==> config.mk <==
export PLATFORM = sky130hd
export DESIGN_NAME = fetch_stage
export DESIGN_NICKNAME = d
export VERILOG_FILES = /design/src/rtl/wisc_pkg.sv /design/src/rtl/fetch_stage.sv
export SDC_FILE = /design/constraint.sdc
export NUM_CORES = 1
export LEC_CHECK = 0
export ABC_AREA = 1
export CORE_ASPECT_RATIO = 1.75
export CORE_UTILIZATION = 30
export DETAILED_ROUTE_END_ITERATION = 12
export PLACE_DENSITY_LB_ADDON = 0.05
export REMOVE_ABC_BUFFERS = 1
export SETUP_SLACK_MARGIN = 0.2
export SYNTH_ARGS = -nofsm -noshare
export SYNTH_HDL_FRONTEND = slang
export SYNTH_SLANG_ARGS = --single-unit
==> constraint.sdc <==
create_clock -name clk -period 2.2 [get_ports clk]
set_clock_uncertainty 0.1 [all_clocks]
set_input_delay 0.44 -clock clk [delete_from_list [all_inputs] [get_ports clk]]
set_output_delay 0.44 -clock clk [all_outputs]
set_load 0.02 [all_outputs]
==> src/rtl/wisc_pkg.sv <==
// Shared WISC-S15 definitions: word width, special instruction encodings
// and the fetch-stage state encoding.
package wisc_pkg;

  localparam int WORD_W = 16;

  localparam logic [WORD_W-1:0] NOP_INSTR  = 16'hF000;
  localparam logic [WORD_W-1:0] HALT_INSTR = 16'hFFFF;

  typedef enum logic [1:0] {
    S_FETCH,
    S_DROP,
    S_HALT
  } fetch_state_t;

endpackage

==> src/rtl/fetch_stage.sv <==
// WISC-S15 instruction fetch stage with IF/ID register, one-entry stall
// buffer, redirect flush and HALT detection.
module fetch_stage
  import wisc_pkg::*;
#(
  parameter logic [WORD_W-1:0] RESET_PC = 16'h0000
) (
  input  logic              clk,
  input  logic              rst,
  input  logic              stall,
  input  logic              redirect_valid,
  input  logic [WORD_W-1:0] redirect_pc,
  output logic              imem_req,
  output logic [WORD_W-1:0] imem_addr,
  input  logic              imem_rdy,
  input  logic [WORD_W-1:0] imem_data,
  output logic [WORD_W-1:0] instr_out,
  output logic [WORD_W-1:0] pc_plus1_out,
  output logic              instr_valid,
  output logic              halted
);

  fetch_state_t      state_q, state_d;
  logic [WORD_W-1:0] pc_q, pc_d;
  logic [WORD_W-1:0] instr_q, instr_d;
  logic [WORD_W-1:0] pc1_q, pc1_d;
  logic              valid_q, valid_d;
  logic              req_q, req_d;
  logic [WORD_W-1:0] addr_q, addr_d;
  logic              hold_valid_q, hold_valid_d;
  logic [WORD_W-1:0] hold_instr_q, hold_instr_d;
  logic [WORD_W-1:0] hold_pc1_q, hold_pc1_d;
  logic [WORD_W-1:0] pc_inc;
  logic              resp;

  // req_q marks a request still waiting for imem_rdy; its address is frozen in addr_q.
  always_comb begin
    imem_req = 1'b0;
    unique case (state_q)
      S_FETCH: imem_req = req_q | (!stall && !hold_valid_q && !redirect_valid);
      S_DROP:  imem_req = 1'b1;
      default: imem_req = 1'b0;
    endcase
    if (rst) imem_req = 1'b0;
    imem_addr = req_q ? addr_q : pc_q;
    resp      = imem_req && imem_rdy;
    pc_inc    = pc_q + 16'd1;
  end

  always_comb begin
    state_d      = state_q;
    pc_d         = pc_q;
    instr_d      = instr_q;
    pc1_d        = pc1_q;
    valid_d      = valid_q;
    hold_valid_d = hold_valid_q;
    hold_instr_d = hold_instr_q;
    hold_pc1_d   = hold_pc1_q;
    req_d        = imem_req && !imem_rdy;
    addr_d       = imem_addr;

    if (redirect_valid) begin
      pc_d         = redirect_pc;
      instr_d      = NOP_INSTR;
      valid_d      = 1'b0;
      hold_valid_d = 1'b0;
      state_d      = (imem_req && !imem_rdy) ? S_DROP : S_FETCH;
    end else begin
      unique case (state_q)
        S_FETCH: begin
          if (!stall) begin
            if (hold_valid_q) begin
              instr_d      = hold_instr_q;
              pc1_d        = hold_pc1_q;
              valid_d      = 1'b1;
              hold_valid_d = 1'b0;
              if (hold_instr_q == HALT_INSTR) state_d = S_HALT;
            end else if (resp) begin
              instr_d = imem_data;
              pc1_d   = pc_inc;
              valid_d = 1'b1;
              pc_d    = pc_inc;
              if (imem_data == HALT_INSTR) state_d = S_HALT;
            end else begin
              instr_d = NOP_INSTR;
              valid_d = 1'b0;
            end
          end else if (resp) begin
            hold_instr_d = imem_data;
            hold_pc1_d   = pc_inc;
            hold_valid_d = 1'b1;
            pc_d         = pc_inc;
          end
        end
        S_DROP: begin
          if (imem_rdy) state_d = S_FETCH;
        end
        default: ;
      endcase
    end
  end

  always_ff @(posedge clk) begin
    if (rst) begin
      state_q <= S_FETCH;
      pc_q    <= RESET_PC;
      instr_q <= NOP_INSTR;
      pc1_q   <= '0;
      valid_q <= 1'b0;
      req_q   <= 1'b0;
      addr_q  <= RESET_PC;
    end else begin
      state_q <= state_d;
      pc_q    <= pc_d;
      instr_q <= instr_d;
      pc1_q   <= pc1_d;
      valid_q <= valid_d;
      req_q   <= req_d;
      addr_q  <= addr_d;
    end
  end

  // Single-entry buffer for a response that lands while decode is stalled.
  always_ff @(posedge clk) begin
    if (rst) begin
      hold_valid_q <= 1'b0;
      hold_instr_q <= NOP_INSTR;
      hold_pc1_q   <= '0;
    end else begin
      hold_valid_q <= hold_valid_d;
      hold_instr_q <= hold_instr_d;
      hold_pc1_q   <= hold_pc1_d;
    end
  end

  assign instr_out    = instr_q;
  assign pc_plus1_out = pc1_q;
  assign instr_valid  = valid_q;
  assign halted       = (state_q == S_HALT);

endmodule

==> run metrics <==
count leader, synth nand2_1; total track usage 18.1%; synth-to-layout area growth 31.8%; Worst setup EP type output port; Max clock buf depth 2; Worst EP required approximately 1.7 ns; Design Power between 4 and 5 mW; Num CTS Buffers 9; met1 WL between 5 and 6 mm; post-synthesis sequential element count between 100 and 150; Design Area, Final approximately 6300 um^2; max-cap viol count 0; vias in the first global route between 4,000 and 5,000; antenna fix cells 0; Worst Path Buf+Inv 3; met2 wire length between 7 and 8 mm; CTS Hold Bufs 0; Placer Congestion about 0.8; Util after Layout roughly two fifths; maximum vdd drop between 300 and 400 uV; IO Port Bufs between 80 and 90; Synth top cells by count 206 x nand2_1, 101 x dfxtp_1, 94 x a21oi_1, 69 x nor2_1, 52 x o21ai_0; WHS around 0.35 ns; Max stage delay cell, worst path dfxtp_2; drt first-iter violations 150; Post-synth ARST share 0%; row count 60; headroom to the max-slew limit roughly two thirds; initial core utilization between 30% and 40%; Setup CP Type reg2out; CP Max Fanout 16; register area share after synthesis a little over two fifths; CTS root buf clkbuf_16; Hold Vio Cnt, Final 0; drt via density between 4 and 5; die height roughly 170 um; crit path DAT between 1 and 1.5 ns; final worst path period share roughly 87%; CP Cell Sequence inv_1 -> buf_6 -> nand2_1 -> nand2_1 -> dlygate4sd2_1; endpoints failing setup 0; clk slew on worst S/H paths 0.07 ns; Max stage delay on crit path 0.34 ns; H-tree depth 3; DP HPWL between 10 and 15 mm; worst-skew pair later-pin latency 0.34 ns; syn_area_per_cell approximately 6.9 um^2; core area 15,400 um^2; post-synth top area cell dfxtp_1; CP startpoint kind flop; top cell type's share of synthesized area between 40% and 50%; Netlist cell types 32; largest delay contributor family on the critical path buffers and inverters; Hold WC Path Type reg2reg; DP Area ~6000 um^2; Syn Inst Count just under 700; met3 wire len roughly 440 um; Post-Route WL ~14 mm; first-pass GRT wire length roughly 24 mm; most frequent cell on the critical path nand2_1; fin crit period around 1.9 ns; f_max around 520 MHz; Routed WL per cell 14.8 um; Slew Viols, Final 0; nets a little over 800; initial antenna violation count 0; CTS tree yes; Main synth FF type dfxtp_1; GR Overflow Total 0; Synth Cell Area about 4700 um^2; Top Layer Used met4; largest net degree at the start of global routing 39; DIE AREA approximately 16,000 um^2; P_leak between 2 and 3 nW; Setup Fix Bufs, Post-CTS 0; unrepaired setup endpoints after global routing yes; EDFF count, synth 0; io pins 88; Sink Count 101; share of cells above drive strength 1 12.7%; status complete, no violations; TritonRoute pass-1 iters 5; Die W just under 100 um; Slew @ Worst Pin just under 0.5 ns; ANT nets after route 0; Yosys warnings 0; leading post-synthesis cells by cell area dfxtp_1 43%, nand2_1 16%, a21oi_1 9.9%; DR DRC count 0; cell area power density roughly 700 nW/um^2; vias between 4,000 and 5,000
==> placed cells by master, fill, tap and decap left out, drive strengths merged <==
| cell | n |
|---|---|
| nand3 | 44 |
| dlymetal6s2s | 2 |
| clkinv | 5 |
| dfxtp | 101 |
| nand2 | 218 |
| nor3 | 2 |
| nor2 | 73 |
| clkdlybuf4s50 | 66 |
| nand4 | 6 |
| a21oi | 105 |
| o21bai | 4 |
| xnor2 | 4 |
| a31o | 1 |
| dlygate4sd2 | 2 |
| and2 | 1 |
| xor2 | 1 |
| buf | 38 |
| ha | 1 |
| clkbuf | 16 |
| o21ai | 56 |
| clkinvlp | 1 |
| inv | 32 |
| clkdlybuf4s15 | 10 |
| a31oi | 1 |
==> tightest hold or removal path, cell delays in order (launching register included) <==
cell     delay, ns
dfxtp_1       0.30
inv_1         0.06
a21oi_1       0.05
==> path summary, 6_finish.rpt <==
path	end	start	depth (start not counted)	slack [ns]
worst max-delay path	imem_addr[10]	req_q	5	0.28
worst min-delay path	hold_pc1_q[7]	hold_pc1_q[7]	2	0.35
worst max register to register	pc_plus1_out[6]	pc_q[1]	7	0.36
worst min register to register	hold_pc1_q[7]	hold_pc1_q[7]	2	0.35
==> per-stage QoR <==
stage	TNS (ns)	worst slack [ns]	instances
after detailed placement	-10.56	-0.275	960
after CTS	0	0.0573	976
after global routing	0	0.185	976
final	0	0.283	976
after floorplan	-0.00689	-0.00689	651
after global placement	-10.29	-0.284	960
==> timing repair <==
action                                  in CTS  in global routing
endpoints found under the setup margin      62                 84
hold endpoints to repair                     0                  0
resized for setup                           30                 24
==> routing by layer <==
metal  vias up  GRT usage, %
li1       2442             -
met1      2148          20.1
met2        95          34.1
met3        18          2.28
met4         0          7.20
met5         -             0
==> flip-flops by register name, indices dropped and copies added, names as in the netlist <==
name,cells
state_q,2
pc_q,16
hold_instr_q,16
req_q,1
hold_valid_q,1
addr_q,16
instr_valid,1
instr_out,16
pc_plus1_out,16
hold_pc1_q,16
==> cell type report <==
type,count,area (um^2)
fillers,1633,9130
inverters,33,125
multi-input cells,517,2420
well taps,186,233
clock inverters,5,35.0
repair buffers,123,1180
flip-flops and latches,101,2020
clock buffers,11,243
==> report_power, final <==
group          total, mW  switching, mW  internal [mW]
logic              0.893          0.525          0.369
clock network       1.53          0.728          0.803
registers           1.99         0.0716           1.92
==> logic make-up after synthesis <==
kind of cell	after synthesis	synth area share, %
buffers and inverters	69	6.59
AOI/OAI and AO/OA	167	18.8
adders and majority gates	1	0.264
and+or+nand+nor	344	30.8
xor gates and xnor gates	5	0.922
DFF	101	42.6
Power figures use the tool's default switching activity.
